--- src/rtl/master_pkg.sv ---
// Shared definitions for the result framer: state names, default sync byte
// and the frame-length helper used to size the byte counter.
package master_pkg;

  // IDLE/LOAD/WAIT/DONE sequence the frame; PULSE/HOLD/WAIT pace each byte.
  typedef enum logic [2:0] {
    IDLE,
    LOAD,
    PULSE,
    HOLD,
    WAIT,
    DONE
  } frame_state_e;

  localparam logic [7:0] SYNC_BYTE_DEFAULT = 8'hA5;

  // Sync byte + sequence byte + payload + checksum byte.
  function automatic int frame_len(input int n_ch, input int sum_w);
    return 3 + (n_ch * sum_w) / 8;
  endfunction

endpackage

--- src/rtl/results_framer_if.sv ---
// Bundle of the framer's control, accumulator and UART-side signals.
// The slave modport is the framer; the master modport is its environment
// (master FSM, correlator sums and UART transmitter).
interface results_framer_if #(
  parameter int N_CH  = 6,
  parameter int SUM_W = 64
);

  logic                    send_start;
  logic [N_CH*SUM_W-1:0]   sums;
  logic                    uart_busy;
  logic                    send_busy;
  logic                    tx_start;
  logic [7:0]              tx_byte;
  logic [7:0]              frame_seq;
  logic                    frame_done;

  modport master (
    output send_start, sums, uart_busy,
    input  send_busy, tx_start, tx_byte, frame_seq, frame_done
  );

  modport slave (
    input  send_start, sums, uart_busy,
    output send_busy, tx_start, tx_byte, frame_seq, frame_done
  );

endinterface

--- src/rtl/uart_tx_handshake.sv ---
// Per-byte pacing towards the UART: one tx_start pulse, one cycle in which
// uart_busy is not trusted yet (the UART may raise it a cycle late), then
// wait for the transmitter to go idle and acknowledge the byte.
module uart_tx_handshake
  import master_pkg::*;
(
  input  logic sys_clk,
  input  logic sys_rst,
  input  logic byte_req,
  input  logic uart_busy,
  output logic tx_start,
  output logic byte_ack
);

  frame_state_e state_q, state_d;

  // State register for the byte handshake.
  always_ff @(posedge sys_clk) begin
    if (sys_rst) state_q <= IDLE;
    else         state_q <= state_d;
  end

  // Next-state and outputs; a request coinciding with an ack chains straight
  // into the next PULSE so back-to-back bytes cost three cycles each.
  always_comb begin
    state_d  = state_q;
    tx_start = 1'b0;
    byte_ack = 1'b0;
    case (state_q)
      IDLE: begin
        if (byte_req) state_d = PULSE;
      end
      PULSE: begin
        tx_start = 1'b1;
        state_d  = HOLD;
      end
      HOLD: begin
        state_d = WAIT;
      end
      WAIT: begin
        if (!uart_busy) begin
          byte_ack = 1'b1;
          state_d  = byte_req ? PULSE : IDLE;
        end
      end
      default: state_d = IDLE;
    endcase
  end

endmodule

--- src/rtl/results_framer.sv ---
// Snapshots N_CH accumulators and streams them to the UART as one frame:
// sync byte, sequence number, payload (channel 0 first, MSB byte first),
// and an XOR checksum over the sequence and payload bytes.
module results_framer
  import master_pkg::*;
#(
  parameter int         N_CH      = 6,
  parameter int         SUM_W     = 64,
  parameter logic [7:0] SYNC_BYTE = SYNC_BYTE_DEFAULT
) (
  input logic             sys_clk,
  input logic             sys_rst,
  results_framer_if.slave bus
);

  localparam int NB    = (N_CH * SUM_W) / 8;
  localparam int BPC   = SUM_W / 8;
  localparam int L     = frame_len(N_CH, SUM_W);
  localparam int CNT_W = $clog2(L);
  localparam logic [CNT_W-1:0] LAST_IDX = CNT_W'(L - 1);
  localparam logic [CNT_W-1:0] PAY_LAST = CNT_W'(L - 2);

  if ((SUM_W % 8) != 0 || SUM_W < 8 || SUM_W > 64) begin : g_bad_sum_w
    $error("results_framer: SUM_W must be a multiple of 8 in 8..64");
  end
  if (N_CH < 1 || N_CH > 16) begin : g_bad_n_ch
    $error("results_framer: N_CH must be in 1..16");
  end

  frame_state_e         state_q, state_d;
  logic [NB*8-1:0]      payload_q, payload_d;
  logic [7:0]           csum_q, csum_d;
  logic [7:0]           tx_byte_q, tx_byte_d;
  logic [7:0]           seq_q, seq_d;
  logic [CNT_W-1:0]     idx_q, idx_d;
  logic [NB*8-1:0]      ordered;
  logic [7:0]           next_byte;
  logic                 byte_req;
  logic                 byte_ack;
  logic                 tx_start;

  // Rearrange the accumulator bus into transmit order so the snapshot can be
  // emptied by shifting the top byte out.
  always_comb begin
    ordered = '0;
    for (int ch = 0; ch < N_CH; ch++) begin
      for (int b = 0; b < BPC; b++) begin
        ordered[(NB - 1 - (ch * BPC + b)) * 8 +: 8] =
          bus.sums[ch * SUM_W + (BPC - 1 - b) * 8 +: 8];
      end
    end
  end

  // Frame registers; a reset abandons any frame in flight.
  always_ff @(posedge sys_clk) begin
    if (sys_rst) begin
      state_q   <= IDLE;
      payload_q <= '0;
      csum_q    <= '0;
      tx_byte_q <= '0;
      seq_q     <= '0;
      idx_q     <= '0;
    end else begin
      state_q   <= state_d;
      payload_q <= payload_d;
      csum_q    <= csum_d;
      tx_byte_q <= tx_byte_d;
      seq_q     <= seq_d;
      idx_q     <= idx_d;
    end
  end

  // Frame sequencing; idx_q is the index of the byte most recently issued.
  always_comb begin
    state_d   = state_q;
    payload_d = payload_q;
    csum_d    = csum_q;
    tx_byte_d = tx_byte_q;
    seq_d     = seq_q;
    idx_d     = idx_q;
    byte_req  = 1'b0;
    next_byte = 8'h00;
    case (state_q)
      IDLE: begin
        if (bus.send_start) begin
          payload_d = ordered;
          csum_d    = '0;
          idx_d     = '0;
          state_d   = LOAD;
        end
      end
      LOAD: begin
        byte_req  = 1'b1;
        tx_byte_d = SYNC_BYTE;
        idx_d     = '0;
        state_d   = WAIT;
      end
      WAIT: begin
        if (byte_ack) begin
          if (idx_q == LAST_IDX) begin
            state_d = DONE;
          end else begin
            byte_req = 1'b1;
            idx_d    = idx_q + CNT_W'(1);
            if (idx_q == '0) begin
              next_byte = seq_q;
            end else if (idx_q == PAY_LAST) begin
              next_byte = csum_q;
            end else begin
              next_byte = payload_q[NB*8-1 -: 8];
              payload_d = payload_q << 8;
            end
            tx_byte_d = next_byte;
            if (idx_q != PAY_LAST) csum_d = csum_q ^ next_byte;
          end
        end
      end
      DONE: begin
        seq_d   = seq_q + 8'd1;
        state_d = IDLE;
      end
      default: state_d = IDLE;
    endcase
  end

  uart_tx_handshake u_handshake (
    .sys_clk   (sys_clk),
    .sys_rst   (sys_rst),
    .byte_req  (byte_req),
    .uart_busy (bus.uart_busy),
    .tx_start  (tx_start),
    .byte_ack  (byte_ack)
  );

  assign bus.send_busy  = (state_q != IDLE);
  assign bus.tx_start   = tx_start;
  assign bus.tx_byte    = tx_byte_q;
  assign bus.frame_seq  = seq_q;
  assign bus.frame_done = (state_q == DONE);

endmodule

--- src/flat_wrapper.sv ---
// flat-port wrapper written by rule: the top's interface ports become plain ports
module results_framer_flat import master_pkg::*;
#(
  parameter int         N_CH      = 6,
  parameter int         SUM_W     = 64,
  parameter logic [7:0] SYNC_BYTE = SYNC_BYTE_DEFAULT
)
  (sys_clk, sys_rst, bus_send_start, bus_sums, bus_uart_busy, bus_send_busy, bus_tx_start, bus_tx_byte, bus_frame_seq, bus_frame_done);
  results_framer_if #(.N_CH(N_CH), .SUM_W(SUM_W)) bus_i ();
  input logic sys_clk;
  input logic sys_rst;
  input wire logic [$bits(bus_i.send_start)-1:0] bus_send_start;
  input wire logic [$bits(bus_i.sums)-1:0] bus_sums;
  input wire logic [$bits(bus_i.uart_busy)-1:0] bus_uart_busy;
  output wire logic [$bits(bus_i.send_busy)-1:0] bus_send_busy;
  output wire logic [$bits(bus_i.tx_start)-1:0] bus_tx_start;
  output wire logic [$bits(bus_i.tx_byte)-1:0] bus_tx_byte;
  output wire logic [$bits(bus_i.frame_seq)-1:0] bus_frame_seq;
  output wire logic [$bits(bus_i.frame_done)-1:0] bus_frame_done;
  assign bus_i.send_start = bus_send_start;
  assign bus_i.sums = bus_sums;
  assign bus_i.uart_busy = bus_uart_busy;
  assign bus_send_busy = bus_i.send_busy;
  assign bus_tx_start = bus_i.tx_start;
  assign bus_tx_byte = bus_i.tx_byte;
  assign bus_frame_seq = bus_i.frame_seq;
  assign bus_frame_done = bus_i.frame_done;
  results_framer #(.N_CH(N_CH), .SUM_W(SUM_W), .SYNC_BYTE(SYNC_BYTE)) u_core (.sys_clk(sys_clk), .sys_rst(sys_rst), .bus(bus_i));
endmodule
--- config.mk ---
export PLATFORM = sky130hd
export DESIGN_NAME = results_framer_flat
export DESIGN_NICKNAME = d
export VERILOG_FILES = /design/src/rtl/master_pkg.sv /design/src/rtl/results_framer_if.sv /design/src/rtl/uart_tx_handshake.sv /design/src/rtl/results_framer.sv /design/src/flat_wrapper.sv
export SDC_FILE = /design/constraint.sdc
export NUM_CORES = 1
export LEC_CHECK = 0
export BUFFER_PORTS_ARGS = -buffer_cell sky130_fd_sc_hd__buf_2
export CAP_MARGIN = 20
export CORE_ASPECT_RATIO = 1.2
export CORE_UTILIZATION = 30
export CTS_CLUSTER_SIZE = 12
export DETAILED_ROUTE_END_ITERATION = 12
export SLEW_MARGIN = 15
export SYNTH_ARGS = -nofsm -noshare
export SYNTH_HDL_FRONTEND = slang
export SYNTH_SLANG_ARGS = --single-unit
--- constraint.sdc ---
create_clock -name sys_clk -period 6.3 [get_ports sys_clk]
set_input_delay 0.945 -clock sys_clk [delete_from_list [all_inputs] [get_ports sys_clk]]
set_output_delay 0.945 -clock sys_clk [all_outputs]
set_load 0.02 [all_outputs]
==> key figures <==
Outcome
  – Status: finished clean

Detailed routing
  – Iter 0 DRT Violations: approximately 1.4k
  – WL final: around 77,000 um
  – Vias: ~21k
  – Pre-antenna DRT Iters: 5
  – DR DRC count: 0
  – Final antenna-violating net count: 0
  – Via density: 5.722
  – Wire per inst: roughly 21 um

CTS
  – CTS root buffer: clkbuf_16
  – Inserted Clock Buffers: between 40 and 50
  – Postcts setup bufs: 0
  – TritonCTS clock tree: yes
  – Sinks on Clock Net: between 400 and 500
  – Clk buf depth: 3
  – Clk slew on worst S/H paths: roughly 60 ps
  – Post-CTS Resized: 0
  – Clk_lat worst skew: approximately 590 ps
  – Hold-fix buffers, CTS: 0
  – H-tree levels: 2

Power
  – Lkg Pwr: 8.312 nW
  – PD cells: roughly 560 nW/um2
  – Max VDD drop: 447.0 uV

Critical path
  – RR Startpoint: u_core.state_q[0]
  – Buf/Inv on CP: 2
  – R2r setup slk: between 2000 and 3000 ps
  – Reg2reg end: u_core.payload_q[359]
  – Levels on crit path: 8
  – Worst setup startpoint: u_core.state_q[0]
  – Crit path cell chain: inv_1, ha_4, nor2_1, or2_4, buf_4, or3_1, o21ai_1, a211oi_2
  – Largest stage delay, worst path: 850 ps
  – CP Capture Type: flop
  – Crit-path max FO: between 90 and 100
  – R2R depth: 8
  – CP Data Required Time: just under 7000 ps
  – CP Class: flop to flop
  – Top cell family by delay on the critical path: simple AND/OR/NAND/NOR gates
  – Worst setup path end: u_core.payload_q[359]
  – CP max stage cell: buf_4
  – Worst setup SP type: flop
  – Crit path arrival time: between 4000 and 5000 ps

STA
  – Final period utilization: 0.5807
  – Max-slew violation count: 0
  – Tmin final: 3659 ps
  – Max Clock Skew: 19.21 ps
  – FMAX: 273.3 MHz
  – Hold Slack: 462.0 ps
  – Worst-Margin Slew: around 1200 ps
  – Setup Total Neg Slack: 0 ps
  – Final hold vios: 0
  – Unrepaired setup endpoints after global routing: false
  – Max transition margin: 0.1684
  – Endpoints failing setup: 0

Cells and area
  – Commonest cells after routing, fill and taps aside: 419 x dfxtp_1, 405 x buf_2, 384 x or3_1
  – Area of the multi-input gates: about 12,000 um2
  – Sequential Area: 8388 um2
  – Fillcell total: between 7k and 8k
  – Layout Nets: around 3.0k
  – Most common cell after layout, fill and taps aside: dfxtp_1
  – Syn-to-layout area delta: 15.96%
  – Ratio of cells with drive above 1 in the final layout: 0.3195

Synthesis
  – Synthesized area per cell: 9.176 um2
  – Post-synth EDFFs: 0
  – Top_reg_cell synth: dfxtp_1
  – Area contributors post-synth: dfxtp_1 38%, a211oi_2 18%, or3_1 11%
  – Synth top area share: 0.3760
  – YS warnings: 0
  – Synth Register Bits: approximately 420
  – Synth cell types: between 50 and 60
  – Instance count of the mapped netlist: around 2.4k
  – Net count after synthesis: 2,828
  – Post-synthesis sequential area ratio: 0.3760
  – Biggest area consumer among synthesized cells: dfxtp_1
  – Asr flop ratio synth: 0
  – Synth Cell Area: about 22,000 um2

Min path
  – Hold depth: 2
  – Class of the worst hold path: flop to flop

Placed design
  – IO Port Bufs: about 410
  – RD Place Congestion: 0.7804
  – Post-DP HPWL: about 47,000 um

Die
  – Die span in x: 250.9 um
  – Die Span Y: between 300 and 400 um
  – Num rows: roughly 110
  – Starting Density: 0.3029
  – Die area: 75,460 um2
  – I/O pin cnt: slightly above 400
  – CORE AREA: 73,650 um2

Job
  – Max_cap viols: 0

Global route
  – GR Util met2: 0.3120
  – Grt peak-use layer: met2
  – Antenna violations before repair: 22
  – First-pass GRT wire length: ~120,000 um
  – M3 GR Usage: 0.04720
  – GR Util met1: 0.2542
  – GRT Overall Usage: 0.1937
  – Gr ovfl total: 0
  – Largest net degree at the start of global routing: between 200 and 250
  – Vias in the first global route: 19.58k
[flip-flops by register name, indices dropped and copies added, names as in the netlist]
register	count
u_core.bus.frame_seq	8
u_core.payload_q	384
u_core.u_handshake.state_q	3
u_core.idx_q	6
u_core.bus.tx_byte	8
u_core.state_q	2
u_core.csum_q	8
[worst reg2reg max path, delay by kind of cell (launching register included)]
| family | cells | cell delay, ps |
|---|---|---|
| and+or+nand+nor | 3 | 1510 |
| buffers and inverters | 2 | 970 |
| adders and majority gates | 1 | 420 |
| DFF | 1 | 360 |
| AOI/OAI and AO/OA | 2 | 320 |
[logic make-up (layout without fill, tap and decap cells)]
family,Yosys count,in the layout,synth area share
xor gates and xnor gates,9,9,0.003534
buffers and inverters,311,531,0.07196
other,0,5,0
and+or+nand+nor,485,485,0.1315
muxes,3,3,0.001346
DFF,419,419,0.3760
AOI/OAI and AO/OA,1195,1195,0.4106
adders and majority gates,9,9,0.005048
[cell usage after synthesis, types with 4 or more instances]
cell type / instances
dfxtp_1: 419
or3_1: 384
o22ai_1: 379
o21ai_1: 340
a211oi_2: 324
clkbuf_1: 247
a211oi_1: 57
o21ai_0: 42
nor2_1: 37
buf_8: 30
a21oi_1: 15
nand2_1: 14
buf_2: 10
nor3_1: 10
ha_1: 9
inv_1: 9
a21boi_0: 8
a22oi_1: 8
nand3_1: 8
xor2_1: 8
and3_1: 6
buf_1: 6
o31ai_1: 6
buf_6: 5
or4_1: 5
nand4_1: 4
[where the power goes]
part	total (W)	internal, W	switching (W)
sequential	0.00510	0.00400	0.00109
clock	0.00282	0.00161	0.00121
combinational	0.00651	0.00260	0.00391
total	0.0144	0.00822	0.00622
[metrics by stage]
step	total power (W)	util	area, um2	setup slack, ps	cells
6_report	0.01444	0.3513	25870	2641	3599
3_5_place_dp	0.01164	0.3302	24320	2562	3507
4_1_cts	0.01453	0.3511	25860	2585	3594
2_1_floorplan	0.01002	-	22310	3718	2431
5_1_grt	0.01537	0.3512	25860	2351	3597
3_3_place_gp	0.01155	0.3302	24320	2614	3507
[layout make-up]
| class | instances | area share |
|---|---|---|
| flip-flops and latches | 419 | 0.3243 |
| inverters | 9 | 0.001306 |
| diodes | 5 | 0.0004837 |
| well taps | 943 | 0.04561 |
| clock inverters | 16 | 0.005852 |
| clock buffers | 71 | 0.05369 |
| multi-input cells | 1701 | 0.4776 |
| repair buffers | 435 | 0.09122 |
[per-layer routing]
layer  up-vias  wire length [um]
li1       9952                 -
met1      9966             34150
met2       505             36150
met3       136              4574
met4        34              2059
met5         -               212
[how the worst min path moves through the flow]
| stage | slack [ps] | to | start |
|---|---|---|---|
| 6_report | 460 | u_core.bus.tx_byte[4] | u_core.bus.tx_byte[4] |
| 5_1_grt | 490 | u_core.bus.tx_byte[6] | u_core.bus.tx_byte[6] |
| 4_1_cts | 460 | u_core.bus.tx_byte[4] | u_core.bus.tx_byte[4] |
| 3_5_place_dp | 460 | u_core.bus.tx_byte[4] | u_core.bus.tx_byte[4] |
| 3_3_place_gp | 460 | u_core.bus.tx_byte[1] | u_core.bus.tx_byte[1] |
| 2_1_floorplan | 450 | u_core.csum_q[7] | u_core.csum_q[7] |
No activity file was read; power rests on OpenSTA's default activity.
